`config.mk`:
```
export PLATFORM = sky130hd
export DESIGN_NAME = zilla_prefetch_queue
export DESIGN_NICKNAME = d
export VERILOG_FILES = /design/src/rtl/zilla_prefetch_queue.sv
export SDC_FILE = /design/constraint.sdc
export NUM_CORES = 1
export LEC_CHECK = 0
export ABC_AREA = 1
export CAP_MARGIN = 20
export CORE_MARGIN = 2
export CORE_UTILIZATION = 55
export DETAILED_ROUTE_END_ITERATION = 8
export PLACE_DENSITY = 0.75
export SKIP_CTS_REPAIR_TIMING = 1
export SYNTH_ARGS = -nofsm -noshare
export SYNTH_HDL_FRONTEND = slang
export SYNTH_SLANG_ARGS = --single-unit
export TNS_END_PERCENT = 20
```
`constraint.sdc`:
```
create_clock -name z_clk -period 14.9 [get_ports z_clk]
set_clock_uncertainty 0.05 [all_clocks]
set_input_delay 2.98 -clock z_clk [delete_from_list [all_inputs] [get_ports z_clk]]
set_output_delay 2.98 -clock z_clk [all_outputs]
set_load 0.1 [all_outputs]
```
`src/rtl/zilla_prefetch_queue.sv`:
```
`default_nettype none
// +----------------------------------------------------------------------------+
// | Module      : zilla_prefetch_queue                                         |
// | Description : Instruction prefetch queue between fetch and decode. Each    |
// |               entry holds an instruction/PC pair. Valid/ready handshakes   |
// |               are used on both sides. A redirect flushes the queue and     |
// |               then discards REDIRECT_DROP stale fetch responses. Debug     |
// |               halt freezes the queue and forces NOP onto decode.           |
// | Option      : define ZILLA_PREFETCH_BYPASS_EN to present fetch data to     |
// |               decode combinationally whenever the queue is empty.          |
// | Revision    : 1.0 - initial release                                        |
// +----------------------------------------------------------------------------+
// | Ports                                                                      |
// |   z_clk                      in   clock, rising edge                       |
// |   z_rst                      in   asynchronous active-high reset           |
// |   redirect_i                 in   branch/trap/mret/flush pulse             |
// |   debug_halt_i               in   debug halt level                         |
// |   fetch_valid_i              in   fetch response valid                     |
// |   fetch_ready_o              out  queue accepts a fetch response           |
// |   fetch_instruction_i        in   fetched instruction                      |
// |   fetch_pc_i                 in   PC of fetched instruction                |
// |   decode_instruction_valid_o out  head entry presented to decode           |
// |   decode_ready_i             in   decode accepts head entry                |
// |   decode_instruction_o       out  head instruction or NOP_INSN             |
// |   decode_pc_o                out  head PC or 0                             |
// |   count_o                    out  occupancy                                |
// |   drop_active_o              out  stale responses are being discarded      |
// +----------------------------------------------------------------------------+
module zilla_prefetch_queue #(
  parameter int                           INSTRUCTION_WIDTH = 32,
  parameter int                           PC_WIDTH          = 32,
  parameter int                           DEPTH             = 8,
  parameter int                           REDIRECT_DROP     = 2,
  parameter logic [INSTRUCTION_WIDTH-1:0] NOP_INSN          = 'h0000_0013
) (
  input  logic                         z_clk,
  input  logic                         z_rst,
  input  logic                         redirect_i,
  input  logic                         debug_halt_i,
  input  logic                         fetch_valid_i,
  output logic                         fetch_ready_o,
  input  logic [INSTRUCTION_WIDTH-1:0] fetch_instruction_i,
  input  logic [PC_WIDTH-1:0]          fetch_pc_i,
  output logic                         decode_instruction_valid_o,
  input  logic                         decode_ready_i,
  output logic [INSTRUCTION_WIDTH-1:0] decode_instruction_o,
  output logic [PC_WIDTH-1:0]          decode_pc_o,
  output logic [$clog2(DEPTH):0]       count_o,
  output logic                         drop_active_o
);

  localparam int         ADDR_W    = $clog2(DEPTH);
  localparam int         PTR_W     = ADDR_W + 1;
  localparam logic [2:0] DROP_LOAD = (REDIRECT_DROP > 0) ? 3'(REDIRECT_DROP - 1) : 3'd0;

  typedef enum logic [1:0] {
    ST_IDLE = 2'd0,
    ST_RUN  = 2'd1,
    ST_DROP = 2'd2,
    ST_HALT = 2'd3
  } state_t;

  state_t             state;
  state_t             state_next;
  logic [2:0]         drop_cnt;
  logic [2:0]         drop_cnt_next;
  logic               started;
  logic [PTR_W-1:0]   wptr;
  logic [PTR_W-1:0]   rptr;
  logic [ADDR_W-1:0]  waddr;
  logic [ADDR_W-1:0]  raddr;
  logic               full;
  logic               empty;
  logic               queue_valid;
  logic               push;
  logic               pop;
  logic               flush;
  logic               bypass_hit;
  logic               bypass_consume;

  logic [INSTRUCTION_WIDTH-1:0] mem_insn [DEPTH];
  logic [PC_WIDTH-1:0]          mem_pc   [DEPTH];

  assign waddr = wptr[ADDR_W-1:0];
  assign raddr = rptr[ADDR_W-1:0];
  assign full  = (waddr == raddr) && (wptr[ADDR_W] != rptr[ADDR_W]);
  assign empty = (wptr == rptr);

  assign count_o       = wptr - rptr;
  assign drop_active_o = (state == ST_DROP);

  // Halt outranks redirect, so a redirect seen while halted is ignored.
  assign flush = redirect_i && !debug_halt_i;

  // Head entry is only offered in RUN and is masked in the same cycle by
  // a redirect or a halt request.
  assign queue_valid = !empty && (state == ST_RUN) && !redirect_i && !debug_halt_i;
  assign pop         = queue_valid && decode_ready_i;

`ifdef ZILLA_PREFETCH_BYPASS_EN
  // Empty queue in RUN: forward the fetch response straight to decode.
  // If decode takes it this cycle the write is skipped entirely.
  assign bypass_hit     = empty && (state == ST_RUN) && !redirect_i &&
                          !debug_halt_i && fetch_valid_i;
  assign bypass_consume = bypass_hit && decode_ready_i;
`else
  assign bypass_hit     = 1'b0;
  assign bypass_consume = 1'b0;
`endif

  // Responses arriving in DROP, or in a redirect cycle, are acknowledged
  // but never written.
  assign push = fetch_valid_i && fetch_ready_o && !redirect_i && !debug_halt_i &&
                ((state == ST_IDLE) || (state == ST_RUN)) && !bypass_consume;

  // --------------------------------------------------------------------------
  // FSM state register
  // --------------------------------------------------------------------------
  always_ff @(posedge z_clk or posedge z_rst) begin
    if (z_rst) begin
      state    <= ST_IDLE;
      drop_cnt <= 3'd0;
      started  <= 1'b0;
    end else begin
      state    <= state_next;
      drop_cnt <= drop_cnt_next;
      if ((state_next == ST_RUN) || (state_next == ST_DROP)) begin
        started <= 1'b1;
      end
    end
  end

  // --------------------------------------------------------------------------
  // FSM next-state and handshake outputs
  // --------------------------------------------------------------------------
  always_comb begin
    state_next    = state;
    drop_cnt_next = drop_cnt;
    fetch_ready_o = 1'b0;

    case (state)
      ST_IDLE, ST_RUN: fetch_ready_o = !full;
      ST_DROP:         fetch_ready_o = 1'b1;
      default:         fetch_ready_o = 1'b0;
    endcase
    // Ready is held low while reset is asserted and for the whole of a halt
    // request, including the cycle it first appears.
    if (z_rst || debug_halt_i) begin
      fetch_ready_o = 1'b0;
    end

    if (debug_halt_i) begin
      state_next = ST_HALT;
    end else if (redirect_i) begin
      if (REDIRECT_DROP > 0) begin
        state_next    = ST_DROP;
        drop_cnt_next = DROP_LOAD;
      end else begin
        state_next = ST_RUN;
      end
    end else begin
      case (state)
        ST_IDLE: begin
          if (fetch_valid_i) begin
            state_next = ST_RUN;
          end
        end
        ST_RUN: begin
          state_next = ST_RUN;
        end
        ST_DROP: begin
          if (drop_cnt == 3'd0) begin
            state_next = ST_RUN;
          end else begin
            drop_cnt_next = drop_cnt - 3'd1;
          end
        end
        default: begin
          // Leaving HALT: an unstarted queue goes back to waiting for the
          // first fetch response.
          state_next = started ? ST_RUN : ST_IDLE;
        end
      endcase
    end
  end

  // --------------------------------------------------------------------------
  // Pointers
  // --------------------------------------------------------------------------
  always_ff @(posedge z_clk or posedge z_rst) begin
    if (z_rst) begin
      wptr <= '0;
      rptr <= '0;
    end else if (flush) begin
      rptr <= wptr;
    end else begin
      if (push) begin
        wptr <= wptr + PTR_W'(1);
      end
      if (pop) begin
        rptr <= rptr + PTR_W'(1);
      end
    end
  end

  // --------------------------------------------------------------------------
  // Storage (not reset)
  // --------------------------------------------------------------------------
  always_ff @(posedge z_clk) begin
    if (push) begin
      mem_insn[waddr] <= fetch_instruction_i;
      mem_pc[waddr]   <= fetch_pc_i;
    end
  end

  // --------------------------------------------------------------------------
  // Decode outputs
  // --------------------------------------------------------------------------
  always_comb begin
    decode_instruction_valid_o = queue_valid;
    decode_instruction_o       = NOP_INSN;
    decode_pc_o                = '0;
    if (queue_valid) begin
      decode_instruction_o = mem_insn[raddr];
      decode_pc_o          = mem_pc[raddr];
    end
    if (bypass_hit) begin
      decode_instruction_valid_o = 1'b1;
      decode_instruction_o       = fetch_instruction_i;
      decode_pc_o                = fetch_pc_i;
    end
  end

endmodule
`default_nettype wire

```
==> results.toml, run 1 <==
[placed_design]
placed_cells = 2359
place_area_um2 = 23000
hpwlAfterDp_um = 23700
globalplace.congestion = 0.765
portBuffers = 140

[synth]
synth-xor-area-share_pct = 0.164
ys_warn_count = 0
syn_avg_cell_area_um2 = 11.9
synth-compound-area-share_pct = 4.68
synth-simple-area-share_pct = 17.5
netlist_instances = 1791
synth_fa_ha_area_share_pct = 0.504
yosysSeqAreaShare_pct = 73.7
synthMuxAreaShare_pct = 0
ys_seq_elements = 526
synth_top_family_by_area = "simple AND/OR/NAND/NOR gates"
synth.distinct_cells = 27
syn_area_um2 = 21300
syn_nets = 1869

[layout]
nNetsFinal = 1974
fin_area_um2 = 24600
multi_input_area_um2 = 4940
synthToLayoutAreaGrowth_pct = 15.2
regArea_um2 = 15700
instances_no_fill = 2457
final_cell_mix = "edfxtp_1, nand2_1, nor2_1, nand3_1, clkdlybuf4s50_1"
final_common_cell = "edfxtp_1"
drive_gt1_share_pct = 5.73
fillers = 2894

[clock_network]
numCtsBuffers = 51
cts_root_buf = "clkbuf_16"
ctsLongestPathBuffers = 3
cts_sinks = 526
cts_tree = "yes"
clk_latency_ps = 570
cts-htree-levels = 2
path_clk_slew_ps = 60

[status]
outcome = "completed"

[floorplanning]
placementRows = 72
fp.dieArea_um2 = 40400
coreArea_um2 = 38500
die_h_um = 201
start_util_pct = 55.5
ios = 141
die_w_um = 201

[detailed_routing]
totalWireLength_um = 47300
drt_iter0_markers = 1260
drc_errors = 0
vias_per_cell = 5.57
vias = 13700
ant_nets = 0
routedWlPerCell_um = 19.2
first_pass_iters = 5

[pwr]
irDropWorstVdd_uv = 106
powerDensity_nw_per_um2 = 148
leakage_uw = 0.00832

[grt]
grt_pass1_wl_um = 73700
grt.overflow.total = 0
grt_util_all_layers_pct = 23.4
grt_max_degree = 158
antenna_found_initial = 2
grt_pass1_vias = 13300

[worst_setup_path]
worstSetupEndpointType = "primary output"
critPathMaxFanout = 65
critical_path_class = "input pin to primary output"
start_kind = "input pin"
cp.required_ps = 11870
cp.arrival_ps = 6190

[hold_path]
worst_hold_path_type = "flip-flop to flip-flop"

[sta]
setup_tns_ps = 0
maxSlewViolCount = 0
tightestPinTransition_ps = 1100
fin_crit_ps = 9220
timing.hold.ws_ps = 452
clock.fmax_mhz = 108
rsz0062_at_grt = "false"
relSlewSlack_pct = 26.7
finalHoldViolCount = 0
setup_viol = 0
period_share_pct = 61.9

[run]
maxCapViolations = 0
critical path, cell delays in order:
cell and delay, ps:
clkdlybuf4s50_1 480, inv_1 140, nand3_1 170, nor2_4 130
buf_4 710, nand2_1 170, nor2_1 200, clkdlybuf4s50_1 1190
final cells by class:
class                   instances  area share (%)
clock buffers                  66            5.51
inverters                      28           0.458
clock inverters                28           0.723
diodes                          2          0.0204
well taps                     518            2.64
repair buffers                162            6.54
multi-input cells            1127            20.1
flip-flops and latches        526            64.0
state kept, by name (all words and copies together) (netlist names):
| signal | cells |
|---|---|
| started | 1 |
| state | 2 |
| drop_cnt | 3 |
| wptr | 4 |
| rptr | 4 |
| mem_pc | 256 |
| mem_insn | 256 |
metal layers:
metal | track usage [%] | vias up | part of all wire, % | routed length [µm]
met2 | 40.5 | 457 | 50 | 23500
met1 | 31.0 | 6673 | 42 | 19800
met4 | 6.56 | 2 | 1.9 | 911
met3 | 3.73 | 77 | 6.4 | 3030
li1 | - | 6476 | - | -
met5 | 0 | - | 0.027 | 13
final timing paths:
kind / from / endpoint / slack [ps] / depth (start not counted)
worst max-delay path: redirect_i / decode_instruction_o[24] / 5680 / 8
worst min-delay path: started$_DFFE_PP0P_ / started$_DFFE_PP0P_ / 450 / 2
worst max register to register: rptr[2]$_DFFE_PP0P_ / mem_pc[6][13]$_DFFE_PP_ / 10290 / 8
worst min register to register: started$_DFFE_PP0P_ / started$_DFFE_PP0P_ / 450 / 2
max in group asynchronous: z_rst / rptr[1]$_DFFE_PP0P_ / 11620 / 2
min in group asynchronous: z_rst / rptr[2]$_DFFE_PP0P_ / 2730 / 2
through the flow:
| step | utilization (%) | total power [µW] | worst slack [ps] |
|---|---|---|---|
| 6_report | 63.9 | 3630 | 5680 |
| 5_1_grt | 63.9 | 3790 | 5540 |
| 3_5_place_dp | 59.8 | 2470 | 5650 |
| 4_1_cts | 63.7 | 3640 | 5630 |
| 3_3_place_gp | 59.8 | 2450 | 5690 |
| 2_1_floorplan | - | 2270 | 6140 |
Yosys cell counts:
| master | n | area (µm²) |
|---|---|---|
| edfxtp_1 | 512 | 15400 |
| nand2_1 | 367 | 1380 |
| nor2_1 | 317 | 1190 |
| nand3_1 | 220 | 1100 |
| o21ai_0 | 132 | 661 |
| a21oi_1 | 63 | 315 |
| clkbuf_1 | 37 | 139 |
| buf_2 | 35 | 175 |
| inv_1 | 25 | 93.8 |
| buf_6 | 20 | 225 |
| dfrtp_1 | 14 | 350 |
| buf_1 | 12 | 45.0 |
| ha_1 | 7 | 87.6 |
| buf_4 | 6 | 45.0 |
| nand4_1 | 4 | 25.0 |
| nor3_1 | 4 | 20.0 |
| o21ai_1 | 3 | 15.0 |
| inv_2 | 2 | 7.51 |
| xnor2_1 | 2 | 17.5 |
| xor2_1 | 2 | 17.5 |
| a21oi_2 | 1 | 8.76 |
| and2_1 | 1 | 6.26 |
| fa_1 | 1 | 20.0 |
| inv_4 | 1 | 6.26 |
| nand2_2 | 1 | 6.26 |
| nor2_2 | 1 | 6.26 |
| or2_2 | 1 | 6.26 |
cells by family (layout without fill, tap and decap cells):
kind of cell / count (synthesis) / count (layout)
AOI/OAI and AO/OA: 199 / 199
xor gates and xnor gates: 4 / 4
adders and majority gates: 8 / 8
buffers and inverters: 138 / 284
DFF: 526 / 526
other: 0 / 2
and+or+nand+nor: 916 / 916
where the power goes:
group	total [µW]	leakage (µW)	switching, µW	internal, µW
Sequential	1660	0.00477	32.5	1630
Combinational	781	0.00279	554	227
Clock	1180	0.000754	521	659
Note: power is estimated with default switching activity, not from simulation.
==> run 2: changes to the inputs <==
--- a/config.mk
+++ b/config.mk
@@ -8,9 +8,9 @@
 export ABC_AREA = 1
 export CAP_MARGIN = 20
 export CORE_MARGIN = 2
-export CORE_UTILIZATION = 55
+export CORE_UTILIZATION = 53
 export DETAILED_ROUTE_END_ITERATION = 8
-export PLACE_DENSITY = 0.75
+export PLACE_DENSITY = 0.76
 export SKIP_CTS_REPAIR_TIMING = 1
 export SYNTH_ARGS = -nofsm -noshare
 export SYNTH_HDL_FRONTEND = slang
==> constraint.sdc (replaced) <==
create_clock -name z_clk -period 7.96 [get_ports z_clk]
set_clock_uncertainty 0.05 [all_clocks]
set_input_delay 1.592 -clock z_clk [delete_from_list [all_inputs] [get_ports z_clk]]
set_output_delay 1.592 -clock z_clk [all_outputs]
set_load 0.1 [all_outputs]
==> run 2 against run 1 <==
  * Final cell count rose by 0.24%
  * Critical path depth did not move
  * Register-to-register slack got worse by 6600 ps
  * Clock-buffer cell count rose by 2
  * Total power rose by 93%
  * Clock power rose by 100%
  * Highest routed layer unchanged
==> results.toml, run 2 (synthesized netlist as in run 1, its figures left out) <==
[grt]
grt.overflow.total = 0
antenna_found_initial = 3
grt_pass1_wl_um = 72600
grt_max_degree = 181
grt_pass1_vias = 13400
grt_util_all_layers_pct = 22.6

[layout]
final_common_cell = "edfxtp_1"
final_cell_mix = "edfxtp_1, nand2_1, nor2_1, nand3_1, clkdlybuf4s50_1"
synthToLayoutAreaGrowth_pct = 15.9
drive_gt1_share_pct = 5.63
fin_area_um2 = 24700
reg.largest.list = "mem_insn x256, mem_pc x256"
fillers = 2970
nNetsFinal = 1972

[worst_setup_path]
worstSetupEndpointType = "primary output"
path_delay_family = "buffers and inverters"
cp.required_ps = 6320
cpMaxStageDelayCell = "clkdlybuf4s50_1"
critical_path_class = "input pin to primary output"
critPathMaxFanout = 32
worst-path-buf-inv = 4
crit_path_cell_trace = "clkdlybuf4s50_1, inv_1, nand3_1, nor2_4, buf_4, nand2_1, nor2_1, clkdlybuf4s50_1"
start_kind = "input pin"
crit_top_cell = "clkdlybuf4s50_1"
cp.arrival_ps = 5080
slowest_delay_ps = 1150

[sta]
setup_tns_ps = 0
maxSlewViolCount = 0
relSlewSlack_pct = 26.2
tightestPinTransition_ps = 1110
fin_crit_ps = 6720
timing.hold.ws_ps = 439
finalHoldViolCount = 0
period_share_pct = 84.4
clock.fmax_mhz = 149
setup_viol = 0
rsz0062_at_grt = "false"

[detailed_routing]
drt_iter0_markers = 985
drc_errors = 0
ant_nets = 0
vias_per_cell = 5.55
totalWireLength_um = 47200
routedWlPerCell_um = 19.2
vias = 13700
first_pass_iters = 6

[floorplanning]
die_h_um = 205
ios = 141
start_util_pct = 53.7
coreArea_um2 = 39700
placementRows = 73
fp.dieArea_um2 = 41900
die_w_um = 205

[status]
outcome = "completed"

[clock_network]
path_clk_slew_ps = 60
numCtsBuffers = 51
ctsLongestPathBuffers = 3
cts_tree = "yes"
cts_sinks = 526
clk_latency_ps = 580
cts-htree-levels = 2
cts_root_buf = "clkbuf_16"

[pwr]
powerDensity_nw_per_um2 = 283
totalPowerFinal_uw = 7000
leakage_uw = 0.00837
irDropWorstVdd_uv = 211

[placed_design]
place_area_um2 = 23000
globalplace.congestion = 0.783
hpwlAfterDp_um = 24000
portBuffers = 140

[hold_path]
worst_hold_path_type = "flip-flop to flip-flop"

[run]
maxCapViolations = 0
-- run 2: changes by cell type in the layout (fill, tap and decap cells not counted), moves of 2 or more --
cell,delta
bufinv_16,+6
buf_12,+2
clkinv_2,-5
buf_4,-3
clkbuf_1,+2
clkinv_1,-2
-- run 2: worst reg2reg max path, delay by kind of cell, from the launching register on --
family	cells	cell delay, ps
adder cells (fa/ha/maj)	1	390
buffers and inverters	2	980
flip-flops	1	890
AND/OR/NAND/NOR	5	1530
-- run 2: final cells by class --
type / instances / area [µm²] / area share [%]
flip-flops and latches: 526 / 15700 / 63.6
multi-input cells: 1127 / 4940 / 20.0
repair buffers: 160 / 1600 / 6.46
clock buffers: 68 / 1360 / 5.51
well taps: 525 / 657 / 2.66
clock inverters: 26 / 318 / 1.29
inverters: 28 / 113 / 0.455
diodes: 3 / 7.51 / 0.0304
-- run 2: power breakdown --
| group | total [µW] | internal (µW) | switching, µW |
|---|---|---|---|
| sequential | 3170 | 3050 | 121 |
| combinational | 1420 | 420 | 998 |
| clock | 2410 | 1430 | 982 |
| total | 7000 | 4900 | 2100 |
-- run 2: layer usage --
| layer | track usage [%] | share of wire (%) | vias to the layer above |
|---|---|---|---|
| li1 | - | - | 6470 |
| met1 | 29.5 | 41 | 6646 |
| met2 | 37.9 | 50 | 447 |
| met3 | 3.53 | 5.8 | 97 |
| met4 | 9.76 | 2.9 | 2 |
| met5 | 0 | 0.023 | - |
-- run 2: per-stage QoR --
step / util, % / setup slack, ps / std cells
CTS: 62.1 / 1240 / 2459
finish: 62.2 / 1240 / 2463
global placement: 57.9 / 1400 / 2365
global route: 62.2 / 1020 / 2462
floorplan: - / 591 / 1791
detailed placement: 57.9 / 1310 / 2365
-- run 2: final timing paths --
kind / start / slack [ps] / to / cells past startpoint
min: started$_DFFE_PP0P_ / 440 / started$_DFFE_PP0P_ / 2
max reg2reg: rptr[2]$_DFFE_PP0P_ / 3700 / mem_insn[6][15]$_DFFE_PP_ / 8
min in group asynchronous: z_rst / 1320 / drop_cnt[0]$_DFFE_PP0P_ / 2
min reg2reg: started$_DFFE_PP0P_ / 440 / started$_DFFE_PP0P_ / 2
max: redirect_i / 1240 / decode_instruction_o[15] / 8
max in group asynchronous: z_rst / 6100 / rptr[2]$_DFFE_PP0P_ / 2
==> run 3: changes to the inputs <==
==> constraint.sdc (replaced) <==
create_clock -name z_clk -period 5.56 [get_ports z_clk]
set_clock_uncertainty 0.05 [all_clocks]
set_input_delay 1.112 -clock z_clk [delete_from_list [all_inputs] [get_ports z_clk]]
set_output_delay 1.112 -clock z_clk [all_outputs]
set_load 0.1 [all_outputs]
==> run 3 against run 2 <==
  * Core utilization is 0.79 points lower
  * Critical path depth grew 3
  * Flip-flop and latch count is the same
  * Largest power group unchanged
  * Hold slack better by 19 ps
  * Sequential power increased by 43%
==> results.toml, run 3 (synthesized netlist as in run 1, its figures left out) <==
[pwr]
power_switching_uw = 2990
powerDensity_nw_per_um2 = 396
pwr-share-comb_pct = 21.1
clkPwrFrac_pct = 31.9
switching_share_pct = 30.9
leakage_uw = 0.00842
totalPowerFinal_uw = 9660
internal_power_uw = 6670
irDropWorstVdd_uv = 277
pwr-share-seq_pct = 47.0

[worst_setup_path]
reg2reg_depth = 8
startpoint = "rptr[2]$_DFFE_PP0P_"
critPathMaxFanout = 57
r2r-start = "rptr[2]$_DFFE_PP0P_"
r2r_end = "mem_insn[4][8]$_DFFE_PP_"
cp.arrival_ps = 3780
start_kind = "flip-flop"
cp.required_ps = 4400
critical_path_class = "flip-flop to primary output"
worstSetupEndpointType = "primary output"
endpoint = "decode_instruction_o[6]"
r2r_slack_ps = 1850

[sta]
relSlewSlack_pct = 11.4
rsz0062_at_grt = "false"
setup_tns_ps = 0
period_share_pct = 88.8
setup_viol = 0
maxSlewViolCount = 0
clock.fmax_mhz = 202
tightestPinTransition_ps = 1330
fin_crit_ps = 4940
finalHoldViolCount = 0

[clock_network]
ctsLongestPathBuffers = 3
cts-htree-levels = 2
numCtsBuffers = 49
cts_sinks = 526
cts_root_buf = "clkbuf_16"
cts_tree = "yes"
clk_latency_ps = 560
path_clk_slew_ps = 60

[detailed_routing]
first_pass_iters = 5
ant_nets = 0
routedWlPerCell_um = 19.4
vias = 13700
drc_errors = 0
totalWireLength_um = 47600
drt_iter0_markers = 1256
vias_per_cell = 5.58

[layout]
multi_input_area_um2 = 4940
fillers = 3012
reg.largest.list = "mem_insn x256, mem_pc x256"
nNetsFinal = 1974
final_common_cell = "edfxtp_1"
final_cell_mix = "edfxtp_1, nand2_1, nor2_1, nand3_1, o21ai_0"
drive_gt1_share_pct = 8.79
regArea_um2 = 15700
synthToLayoutAreaGrowth_pct = 14.4

[grt]
antenna_found_initial = 1
grt_util_all_layers_pct = 23.0
grt_pass1_vias = 13400
grt_max_degree = 229
grt_pass1_wl_um = 74300
grt.overflow.total = 0

[hold_path]
worst_hold_path_type = "flip-flop to flip-flop"

[floorplanning]
die_h_um = 205
fp.dieArea_um2 = 41900
die_w_um = 205
coreArea_um2 = 39700
start_util_pct = 53.7
ios = 141
placementRows = 73

[placed_design]
hpwlAfterDp_um = 24200
globalplace.congestion = 0.808
portBuffers = 140

[status]
outcome = "completed"

[run]
maxCapViolations = 0
## run 3: cell types whose count changed in the layout (fill, tap and decap cells not counted), sizes merged, moves of 2 or more
cell	previous run	this run
buf	20	91
clkdlybuf4s50	140	73
bufinv	7	1
clkbuf	68	64
clkinv	18	22
diode	3	1
## run 3: how the worst min path moves through the flow
stage	to	slack, ps	depth (start not counted)	startpoint
after detailed placement	started$_DFFE_PP0P_	430	2	started$_DFFE_PP0P_
final	started$_DFFE_PP0P_	460	2	started$_DFFE_PP0P_
after global placement	started$_DFFE_PP0P_	430	2	started$_DFFE_PP0P_
after CTS	started$_DFFE_PP0P_	460	2	started$_DFFE_PP0P_
after global routing	started$_DFFE_PP0P_	490	2	started$_DFFE_PP0P_
after floorplan	started$_DFFE_PP0P_	400	2	started$_DFFE_PP0P_
## run 3: per-layer routing
layer | share of wire (%) | wire length [µm] | track usage (%)
met1 | 42 | 20000 | 30.6
met2 | 49 | 23600 | 38.8
met3 | 5.7 | 2690 | 2.94
met4 | 2.9 | 1390 | 8.49
met5 | 0 | 0 | 0
## run 3: per-stage QoR
| step | hold WS, ps | utilization (%) | instance area [µm²] | std cells | worst slack, ps |
|---|---|---|---|---|---|
| 2_1_floorplan | 400 | - | 21300 | 1791 | -1330 |
| 3_3_place_gp | 432 | 57.8 | 22900 | 2370 | 1260 |
| 3_5_place_dp | 434 | 57.8 | 22900 | 2370 | 1140 |
| 4_1_cts | 456 | 61.4 | 24400 | 2459 | 543 |
| 5_1_grt | 490 | 61.4 | 24400 | 2460 | 357 |
| 6_report | 457 | 61.4 | 24400 | 2460 | 620 |
## run 3: cell type report
cell class	instances	share of cell area, %
Multi-Input combinational cell	1127	20.2
Clock buffer	64	5.34
Antenna cell	1	0.0103
Clock inverter	25	0.656
Inverter	28	0.461
Tap cell	525	2.69
Sequential cell	526	64.5
Timing Repair Buffer	164	6.15
## run 3: worst max-delay path: stages (launching register included)
cell and delay [ps]:
dfrtp_4 880, inv_1 250, ha_1 400, nand3_1 130, inv_1 50, nand2_1 80, nand2_1 90, nor2_4 290
buf_4 420, nand2_1 110, nor2_1 140, buf_4 320
## run 3: power by group through the flow
stage	Sequential (µW)	Clock, µW	Combinational, µW
after floorplan	4470	0	1620
after global placement	4620	0	1990
after detailed placement	4620	0	2030
after CTS	4540	3140	2040
after global routing	4540	3290	2260
final	4540	3090	2040
